[config.mk]
export PLATFORM = sky130hd
export DESIGN_NAME = redirect_arbiter
export DESIGN_NICKNAME = d
export VERILOG_FILES = /design/src/rtl/redirect_arbiter_pkg.sv /design/src/rtl/redirect_arbiter_pred_queue.sv /design/src/rtl/redirect_arbiter.sv
export SDC_FILE = /design/constraint.sdc
export NUM_CORES = 1
export LEC_CHECK = 0
export ABC_AREA = 0
export BUFFER_PORTS_ARGS = -buffer_cell sky130_fd_sc_hd__buf_2
export CAP_MARGIN = 20
export CELL_PAD_IN_SITES_DETAIL_PLACEMENT = 1
export CELL_PAD_IN_SITES_GLOBAL_PLACEMENT = 1
export CORE_ASPECT_RATIO = 1.2
export CORE_MARGIN = 2
export CORE_UTILIZATION = 40
export CTS_BUF_LIST = sky130_fd_sc_hd__clkbuf_2 sky130_fd_sc_hd__clkbuf_4 sky130_fd_sc_hd__clkbuf_8
export DETAILED_ROUTE_END_ITERATION = 7
export GPL_ROUTABILITY_DRIVEN = 1
export GPL_TIMING_DRIVEN = 0
export PLACE_DENSITY = 0.69
export SETUP_SLACK_MARGIN = 0.1
export SLEW_MARGIN = 20
export SYNTH_ARGS = -nofsm -noshare
export SYNTH_HDL_FRONTEND = slang
export SYNTH_SLANG_ARGS = --single-unit
[constraint.sdc]
create_clock -name CLK -period 12 [get_ports CLK]
set_clock_uncertainty 0.15 [all_clocks]
set_input_delay 0.6 -clock CLK [delete_from_list [all_inputs] [get_ports CLK]]
set_output_delay 0.6 -clock CLK [all_outputs]
set_load 0.005 [all_outputs]
[src/rtl/redirect_arbiter_pkg.sv]
// Shared types for the redirect arbiter.
// Holds the redirect source encoding, the arbiter FSM states and the
// in-flight prediction queue entry layout.
package redirect_arbiter_pkg;

    typedef enum logic [1:0] {
        SRC_NONE = 2'd0,
        SRC_PRED = 2'd1,
        SRC_MISP = 2'd2,
        SRC_SYS  = 2'd3
    } redirect_src_e;

    typedef enum logic [1:0] {
        ST_RUN     = 2'd0,
        ST_ISSUE   = 2'd1,
        ST_PEND    = 2'd2,
        ST_QUIESCE = 2'd3
    } arb_state_e;

    typedef struct packed {
        logic [31:0] pc;
        logic        taken;
        logic [31:0] target;
    } q_entry_t;

endpackage

[src/rtl/redirect_arbiter_pred_queue.sv]
// In-flight prediction FIFO.
// Ports:
//   clk, reset      clock, synchronous active-high reset
//   push, push_data enqueue an entry (accepted when not full, or when a pop
//                   frees a slot in the same cycle)
//   pop             dequeue the head (ignored when empty)
//   clear           drop every entry; wins over push/pop
//   head            current head entry
//   count           occupancy, log2(DEPTH)+1 bits
//   full, empty     occupancy flags from the registered count
module pred_queue
    import redirect_arbiter_pkg::*;
#(
    parameter int DEPTH = 8
) (
    input  logic                       clk,
    input  logic                       reset,
    input  logic                       push,
    input  q_entry_t                   push_data,
    input  logic                       pop,
    input  logic                       clear,
    output q_entry_t                   head,
    output logic [$clog2(DEPTH):0]     count,
    output logic                       full,
    output logic                       empty
);

    localparam int PTR_W = $clog2(DEPTH);
    localparam logic [PTR_W:0] FULL_CNT = (PTR_W + 1)'(DEPTH);

    q_entry_t         mem [DEPTH];
    logic [PTR_W-1:0] wr_ptr;
    logic [PTR_W-1:0] rd_ptr;
    logic             do_push;
    logic             do_pop;

    assign full    = (count == FULL_CNT);
    assign empty   = (count == '0);
    assign do_pop  = pop & ~empty;
    // A pop in the same cycle frees the slot the push lands in.
    assign do_push = push & (~full | do_pop);
    assign head    = mem[rd_ptr];

    always_ff @(posedge clk) begin
        if (do_push && !clear && !reset) begin
            mem[wr_ptr] <= push_data;
        end
    end

    // Pointers are exactly PTR_W bits, so wrap modulo DEPTH is free.
    always_ff @(posedge clk) begin
        if (reset || clear) begin
            wr_ptr <= '0;
            rd_ptr <= '0;
            count  <= '0;
        end else begin
            if (do_push) begin
                wr_ptr <= wr_ptr + 1'b1;
            end
            if (do_pop) begin
                rd_ptr <= rd_ptr + 1'b1;
            end
            case ({do_push, do_pop})
                2'b10:   count <= count + 1'b1;
                2'b01:   count <= count - 1'b1;
                default: count <= count;
            endcase
        end
    end

endmodule

[src/rtl/redirect_arbiter.sv]
// Arbitrates PC redirects into fetch and sequences the fetch/delay flush.
// Every fetched instruction is recorded with its prediction; ID resolutions
// are matched against the queue head and a mismatch produces a registered
// corrective redirect with flush. Syscall redirects win over everything and
// leave the predictor disabled until the queue has drained.
// Ports:
//   CLK, RESET            clock, synchronous active-high reset
//   STALL                 decode freeze; IF and delay stages hold
//   fetch_valid, fetch_pc IF instruction this cycle
//   pred_take, pred_pc    predictor redirect request and target
//   res_valid, res_pc, res_taken, res_next_pc   ID resolution
//   sys_req, sys_pc       syscall redirect pulse and target
//   Request_Alt_PC, Alt_PC  redirect IF to Alt_PC
//   FLUSH                 squash IF and all delay stages
//   fetch_hold            queue full, IF must not advance
//   mispredict_cnt        saturating count of corrective redirects
//   err                   sticky resolution-on-empty / PC-mismatch flag
//
// state   | meaning
// RUN     | normal fetch, predictor redirects pass through combinationally
// ISSUE   | corrective/syscall redirect + flush driven from latched target
// PEND    | redirect + flush held while decode is stalled
// QUIESCE | after a syscall: predictor off until the queue is empty
module redirect_arbiter
    import redirect_arbiter_pkg::*;
#(
    parameter int DEPTH = 8,
    parameter int CNT_W = 16
) (
    input  logic             CLK,
    input  logic             RESET,
    input  logic             STALL,
    input  logic             fetch_valid,
    input  logic [31:0]      fetch_pc,
    input  logic             pred_take,
    input  logic [31:0]      pred_pc,
    input  logic             res_valid,
    input  logic [31:0]      res_pc,
    input  logic             res_taken,
    input  logic [31:0]      res_next_pc,
    input  logic             sys_req,
    input  logic [31:0]      sys_pc,
    output logic             Request_Alt_PC,
    output logic [31:0]      Alt_PC,
    output logic             FLUSH,
    output logic             fetch_hold,
    output logic [CNT_W-1:0] mispredict_cnt,
    output logic             err
);

    localparam int PTR_W = $clog2(DEPTH);
    localparam logic [PTR_W:0] FULL_CNT = (PTR_W + 1)'(DEPTH);

    arb_state_e       state_q, state_d;
    redirect_src_e    src_q, src_d;
    logic [31:0]      alt_q, alt_d;
    logic [CNT_W-1:0] cnt_q;
    logic             err_q;

    q_entry_t         head;
    q_entry_t         push_data;
    logic [PTR_W:0]   q_count;
    logic             q_full;
    logic             q_empty;

    logic issuing;
    logic pred_en;
    logic res_eval;
    logic err_set;
    logic misp;
    logic pred_redirect;
    logic push;
    logic pop;
    logic clear;

    assign issuing  = (state_q == ST_ISSUE) || (state_q == ST_PEND);
    assign pred_en  = (state_q == ST_RUN);

    // Resolutions arriving while a redirect is in flight belong to squashed
    // work; the queue has already been cleared for them.
    assign res_eval = res_valid & ~issuing;
    assign err_set  = res_eval & (q_empty | (head.pc != res_pc));
    assign misp     = res_eval & (q_empty
                                  | (head.pc != res_pc)
                                  | (head.taken != res_taken)
                                  | (head.taken & (head.target != res_next_pc)));

    assign pred_redirect = pred_take & pred_en & ~sys_req & ~misp & ~RESET;

    assign pop   = res_eval;
    assign clear = sys_req | misp;
    assign push  = fetch_valid & ~STALL & ~FLUSH & (~q_full | pop);

    always_comb begin
        push_data        = '0;
        push_data.pc     = fetch_pc;
        push_data.taken  = pred_take & pred_en;
        push_data.target = pred_pc;
    end

    pred_queue #(
        .DEPTH(DEPTH)
    ) u_pred_queue (
        .clk       (CLK),
        .reset     (RESET),
        .push      (push),
        .push_data (push_data),
        .pop       (pop),
        .clear     (clear),
        .head      (head),
        .count     (q_count),
        .full      (q_full),
        .empty     (q_empty)
    );

    always_comb begin
        state_d = state_q;
        src_d   = src_q;
        alt_d   = alt_q;

        if (sys_req) begin
            src_d = SRC_SYS;
            alt_d = sys_pc;
        end else if (misp) begin
            src_d = SRC_MISP;
            alt_d = res_next_pc;
        end

        case (state_q)
            ST_RUN, ST_QUIESCE: begin
                if (sys_req || misp) begin
                    state_d = ST_ISSUE;
                end else if (state_q == ST_QUIESCE && q_empty && !push && !res_valid) begin
                    state_d = ST_RUN;
                end
            end
            ST_ISSUE, ST_PEND: begin
                // A fresh syscall re-arms the redirect with its own target.
                if (STALL) begin
                    state_d = ST_PEND;
                end else if (sys_req) begin
                    state_d = ST_ISSUE;
                end else if (src_q == SRC_SYS) begin
                    state_d = ST_QUIESCE;
                end else begin
                    state_d = ST_RUN;
                end
            end
            default: state_d = ST_RUN;
        endcase
    end

    always_ff @(posedge CLK) begin
        if (RESET) begin
            state_q <= ST_RUN;
            src_q   <= SRC_NONE;
            alt_q   <= '0;
            cnt_q   <= '0;
            err_q   <= 1'b0;
        end else begin
            state_q <= state_d;
            src_q   <= src_d;
            alt_q   <= alt_d;
            if (misp && !sys_req && (cnt_q != '1)) begin
                cnt_q <= cnt_q + 1'b1;
            end
            if (err_set) begin
                err_q <= 1'b1;
            end
        end
    end

    assign Request_Alt_PC = (issuing & ~RESET) | pred_redirect;
    assign FLUSH          = issuing & ~RESET;
    assign Alt_PC         = (issuing && !RESET) ? alt_q :
                            pred_redirect       ? pred_pc : 32'h0;
    assign fetch_hold     = (q_count == FULL_CNT);
    assign mispredict_cnt = cnt_q;
    assign err            = err_q;

endmodule
==> results of run 1 <==
[cell type report]
cell class                 instances  area share [%]
tap                              800            3.47
sequential                       586            58.7
antenna                            3          0.0260
buffer                            73            1.52
clock inverter                    34           0.672
multi-input combinational        656            23.2
timing repair buffer             314            6.82
inverter                          14           0.182
clock buffer                     128            5.47
[critical path, stage by stage (launching register included)]
cell and delay (ns):
dfxtp_1 0.33, buf_2 0.24, buf_2 0.38, buf_1 0.71, buf_2 0.54, mux2i_1 0.35
xnor2_1 0.15, nor4_2 0.66, nand4_1 0.49, o31ai_4 0.46, o2111ai_2 0.26, buf_2 0.28
nor4_2 0.73, buf_2 0.32, buf_4 0.19, buf_2 0.21, buf_2 0.26, buf_6 0.17
buf_2 0.20
[through the flow]
stage / std cells / hold WS [ns]
CTS: 2605 / 0.000477
floorplan: 1329 / 0.292
global placement: 2346 / 0.328
global route: 2607 / 0.0235
detailed placement: 2431 / 0.341
finish: 2608 / 0.0431
[timing repair]
| action | CTS | global route |
|---|---|---|
| hold buffers | 12 | 0 |
| hold endpoints to repair | 68 | 0 |
| endpoints found under the setup margin | 0 | 0 |
[cell families after synthesis]
| logic type | Yosys count |
|---|---|
| flip-flops | 586 |
| multiplexers | 249 |
| adder cells (fa/ha/maj) | 9 |
| buffers and inverters | 87 |
| AND/OR/NAND/NOR | 208 |
| XOR/XNOR | 61 |
| AO/OA/AOI/OAI | 129 |
[flip-flops by register name, summed over array words and instances (netlist names), named ones only]
signal               cells
alt_q                   32
u_pred_queue.mem       520
u_pred_queue.rd_ptr      3
u_pred_queue.count       4
state_q                  2
mispredict_cnt          16
src_q                    2
u_pred_queue.wr_ptr      3
err                      1
[layer usage]
metal | track usage, % | vias up | part of all wire [%]
li1 | - | 6178 | -
met1 | 28.3 | 7399 | 39
met2 | 38.1 | 578 | 49
met3 | 5.85 | 160 | 7.5
met4 | 10.2 | 14 | 3.8
met5 | 0 | - | 0.12
[placed cells by master, fill, tap and decap left out, types with 17 or more instances in the layout]
master | netlist | final
clkbuf_1 | 27 | 27
nor2_1 | 74 | 71
buf_4 | 11 | 42
a211oi_1 | 34 | 34
xnor2_1 | 48 | 48
mux2i_1 | 130 | 130
nand3_1 | 18 | 18
nor3_1 | 22 | 21
a22o_1 | 48 | 48
nand2_1 | 17 | 17
edfxtp_1 | 520 | 520
clkbuf_4 | 0 | 29
clkbuf_8 | 0 | 99
mux4_2 | 107 | 107
buf_2 | 17 | 273
dfxtp_1 | 66 | 66
[worst min path at each step]
| stage | slack (ns) | endpoint | cells past startpoint |
|---|---|---|---|
| floorplan | 0.29 | err | 2 |
| global placement | 0.33 | err | 2 |
| detailed placement | 0.34 | src_q[0] | 2 |
| CTS | 0.0005 | u_pred_queue.mem[0][35] | 1 |
| global route | 0.02 | u_pred_queue.mem[6][39] | 1 |
| finish | 0.04 | alt_q[10] | 3 |
[power by group through the flow]
stage,clock [W],combinational (W),sequential (W)
after CTS,0.00168,0.000265,0.00225
after global routing,0.00177,0.000283,0.00225
after floorplan,0,0.000124,0.00229
after global placement,0,0.000250,0.00229
after detailed placement,0,0.000261,0.00229
final,0.00165,0.000266,0.00225
==> metrics.md, run 1 <==
| Metric | Value |
|---|---|
| Worst-margin pin slew | `1.15 ns` |
| End-of-flow core utilization | `48.4%` |
| P_int | `0.00320 W` |
| Starting density of the core | `40.4%` |
| Cells after synthesis | `1329` |
| Remaining DRCs | `0` |
| TNS Setup | `0 ns` |
| Die Y | `273 µm` |
| Sw power | `0.000959 W` |
| End point of the critical path | `u_pred_queue.mem[3][35]` |
| Drt via density | `5.49` |
| Part of the cycle the worst path needs | `62.2%` |
| PwrDens | `144 mW/mm²` |
| R2R cell count | `18` |
| # port buffers | `217` |
| Gpl congestion | `0.846` |
| Total track usage | `22.9%` |
| Slew Limit Fails | `0` |
| GR Overflow Total | `0` |
| Yosys Warn Count | `0` |
| Peak VDD IR | `0.0674 mV` |
| Synth Area in Adders | `0.499%` |
| Synth Area in Compound Gates | `4.21%` |
| Worst setup EP type | `flop` |
| FF+latch count, synth | `586` |
| Logic pwr share | `6.4%` |
| Status | `complete, no violations` |
| Initial antenna violation count | `12` |
| Pwr Total | `0.00416 W` |
| Pre-Repair DR Iteration Count | `7` |
| Synth Net Count | `1506` |
| Max-Cap Viols | `0` |
| Synth top area cells | `edfxtp_1 (65%), mux4_2 (10%), dfxtp_1 (5.5%)` |
| Simple-Gate Fraction of Synth Area | `4.60%` |
| Top-count cell post-synth | `edfxtp_1` |
| Final setup viols | `0` |
| Placed inst area | `0.0270 mm²` |
| Post-route ant nets | `0` |
| Synthesized area | `0.0241 mm²` |
| Min-Delay Path Class | `input pin to flop` |
| Die Wd | `228 µm` |
| Reg area | `0.0169 mm²` |
| Req. time, crit path | `12.22 ns` |
| EDFF count, synth | `520` |
| FMAX | `134 MHz` |
| Worst Setup Start Kind | `flop` |
| Clock power frac | `39.6%` |
| Root Buffer Master | `clkbuf_8` |
| H-tree depth | `3` |
| Seq/Total Area, Yosys | `70.4%` |
| Setup ws final | `4.53 ns` |
| Syn avg cell area | `18.1 µm²` |
| First-pass GRT wire length | `103000 µm` |
| Layout cells sized above 1 | `34.8%` |
| IO Count | `220` |
| Dpl ws | `4.07 ns` |
| Unrepaired setup endpoints after global routing | `false` |
| Async set-reset flop share out of synthesis | `0%` |
| Multiplexer share of the synthesized area | `16.0%` |
| Critical path class | `flop to flop` |
| Area Overhead vs Synth | `20.0%` |
| Beginning of the worst hold path | `sys_pc[10]` |
| Fin nets | `1913` |
| CTS tree | `done` |
| Clk_lat worst skew | `0.69 ns` |
| Distinct cell type count after synthesis | `65` |
| Hold Violations, Final | `0` |
| Worst-path fanout max | `10` |
| Max_slew headroom | `23.6%` |
| CTS resizes | `0` |
| Vias in the first global route | `15.3k` |
| Synth Area in XOR/XNOR | `2.22%` |
| Largest area contributor in the netlist | `edfxtp_1` |
| Iter 0 DRT Violations | `1387` |
| Reg-to-Reg End | `u_pred_queue.mem[3][35]` |
| Final wirelength | `71100 µm` |
| Lkg Pwr | `9.78 nW` |
| Row count | `98` |
| Total core area | `0.0596 mm²` |
| Clock transition at path regs | `0.06 ns` |
| Design Area, Final | `0.0289 mm²` |
| TritonCTS buffer count | `91` |
| Min Clock Period, post-route | `7.47 ns` |
| Post CTS Setup Buffer Count | `0` |
| Area occupied by multi-input gates | `0.00669 mm²` |
| Synth Flop Type | `edfxtp_1` |
| Sw frac | `23.0%` |
| Die footprint | `0.0621 mm²` |
| Fillers | `5870` |
| Seq pwr share | `54.0%` |
| Arr. time, crit path | `7.69 ns` |
| Largest family of logic cells by synthesized area | `multiplexers` |
| R2R setup slack | `4.53 ns` |
| Commonest cells in the netlist | `edfxtp_1 (520), mux2i_1 (130), mux4_2 (107)` |
| Post-synth top area share | `64.9%` |
| Routed length per instance | `27.3 µm` |
| Clock sink total | `586` |
| Max clock buf depth | `3` |
| Hpwl dp | `51700 µm` |
| Largest net degree at the start of global routing | `19` |
| Via count | `14.3k` |
(Power assumes the default switching activity.)
==> run 2: changes to the inputs <==
Clock period 12 ns to 7.1 ns, I/O delays scaled along.
==> metrics.md, run 2 (synthesized netlist as in run 1, its figures left out) <==
| Metric | Value |
|---|---|
| Root Buffer Master | `clkbuf_8` |
| Part of the cycle the worst path needs | `96.0%` |
| Setup ws final | `0.283 ns` |
| Met3 routed WL | `4290 µm` |
| Max-Cap Viols | `0` |
| Wire length on met2 | `37600 µm` |
| Final wirelength | `74300 µm` |
| Routed length per instance | `27.5 µm` |
| Total core area | `0.0596 mm²` |
| End-of-flow core utilization | `50.9%` |
| Fillers | `5779` |
| Remaining DRCs | `0` |
| FMAX | `147 MHz` |
| CTS tree | `done` |
| Hpwl dp | `51600 µm` |
| Design Area, Final | `0.0303 mm²` |
| Die Y | `273 µm` |
| Worst-margin pin slew | `1.10 ns` |
| Worst-path fanout max | `10` |
| TritonCTS buffer count | `91` |
| Gpl congestion | `0.871` |
| Row count | `98` |
| # port buffers | `217` |
| M1 WL | `29900 µm` |
| Total track usage | `24.0%` |
| Min-Delay Path Class | `input pin to flop` |
| P_int | `0.00563 W` |
| Arr. time, crit path | `6.31 ns` |
| Fin nets | `2005` |
| Worst Setup Start Kind | `flop` |
| Status | `complete, no violations` |
| Max clock buf depth | `3` |
| Vias in the first global route | `16.3k` |
| Sw frac | `23.1%` |
| Most frequent cells in the layout | `edfxtp_1 (520), buf_2 (234), mux2i_1 (129), dlygate4sd3_1 (129), mux4_2 (107)` |
| Die Wd | `228 µm` |
| Lkg Pwr | `10.3 nW` |
| Drt via density | `5.53` |
| Final hold slack | `0.0532 ns` |
| First-pass GRT wire length | `109000 µm` |
| Slew Limit Fails | `0` |
| Pwr Total | `0.00733 W` |
| Logic pwr share | `7.2%` |
| GR Overflow Total | `0` |
| Clk_lat worst skew | `0.70 ns` |
| Initial antenna violation count | `5` |
| PwrDens | `242 mW/mm²` |
| Final setup viols | `0` |
| Worst setup EP type | `primary output` |
| Clock transition at path regs | `0.06 ns` |
| Min Clock Period, post-route | `6.82 ns` |
| Largest register FFs | `520` |
| Seq pwr share | `51.9%` |
| Area Overhead vs Synth | `26.1%` |
| Req. time, crit path | `6.59 ns` |
| Dpl ws | `-0.176 ns` |
| Iter 0 DRT Violations | `1277` |
| Unrepaired setup endpoints after global routing | `false` |
| Via count | `14.9k` |
| Top sig layer | `met5` |
| Critical path class | `flop to primary output` |
| Die footprint | `0.0621 mm²` |
| Most common cell after layout, fill and taps aside | `edfxtp_1` |
| Pre-Repair DR Iteration Count | `5` |
| H-tree depth | `3` |
| Sw power | `0.00169 W` |
| Layout cells sized above 1 | `31.8%` |
| Placed inst area | `0.0271 mm²` |
| Starting density of the core | `40.4%` |
| IO Count | `220` |
| Clock sink total | `586` |
| Clock power frac | `41.0%` |
| Peak VDD IR | `0.108 mV` |
| Top reg by flops | `u_pred_queue.mem` |
| Post-route ant nets | `0` |
| Max_slew headroom | `26.8%` |
| Hold Violations, Final | `0` |
| Largest net degree at the start of global routing | `20` |
==> run 2: cell count changes in the layout (fill, tap and decap cells not counted), sizes merged <==
cell	before	now
dlygate4sd3	12	129
bufinv	1	6
buf	348	321
inv	15	16
clkinv	30	29
clkdlybuf4s15	0	1
clkbuf	155	151
clkinvlp	2	3
clkdlybuf4s18	0	1
==> run 2: critical path: stages (launching register included) <==
cell             delay (ns)
dfxtp_1                0.33
buf_2                  0.23
buf_2                  0.36
buf_2                  0.46
clkdlybuf4s18_2        0.56
mux4_2                 0.39
mux2i_2                0.46
xnor2_1                0.18
nor4_2                 0.45
nand4_1                0.40
o31ai_4                0.40
o2111ai_2              0.30
nor3_4                 0.29
buf_12                 0.15
buf_6                  0.20
a22o_1                 0.28
buf_2                  0.16
==> run 2: layout make-up <==
class | count | area, µm² | area share [%]
Sequential cell | 586 | 16900 | 55.8
Buffer | 73 | 452 | 1.49
Antenna cell | 3 | 7.51 | 0.0247
Timing Repair Buffer | 406 | 3230 | 10.7
Clock inverter | 40 | 348 | 1.15
Inverter | 14 | 52.6 | 0.173
Clock buffer | 124 | 1550 | 5.11
Multi-Input combinational cell | 656 | 6750 | 22.3
Tap cell | 800 | 1000 | 3.30
==> run 2: power by group through the flow <==
stage	Combinational, W	Clock (W)	Sequential, W
global placement	0.000422	0	0.00387
global route	0.000555	0.00319	0.00380
finish	0.000525	0.00300	0.00380
detailed placement	0.000444	0	0.00387
floorplan	0.000210	0	0.00387
CTS	0.000515	0.00305	0.00380
==> run 2: final timing paths <==
kind                            start                 endpoint  slack [ns]  cells past startpoint
worst max register to register   flop  u_pred_queue.mem[0][52]        0.43                     18
worst min-delay path            RESET        mispredict_cnt[7]        0.05                      3
worst min register to register    err                      err        0.35                      2
worst max-delay path             flop               Alt_PC[22]        0.28                     16
==> run 2: metrics by stage <==
step	setup TNS [ns]	std cells
after floorplan	-26.66	1329
after global placement	-3073.40	2346
after detailed placement	-2.61	2404
after CTS	0	2699
after global routing	0	2701
final	0	2702
==> run 2: metal layers <==
layer | GRT usage, % | up-vias
met5 | 0 | -
met2 | 41.6 | 584
met1 | 30.0 | 7842
met3 | 4.10 | 136
met4 | 9.46 | 4
li1 | - | 6380
==> run 2: repair_timing <==
item | 4_1_cts | 5_1_grt
hold endpoints to repair | 546 | 0
endpoints found under the setup margin | 133 | 15
hold buffers | 129 | 0
gates cloned | 0 | 0
gates resized for setup | 6 | 2
setup buffers | 2 | 0
pin swaps | 1 | 0
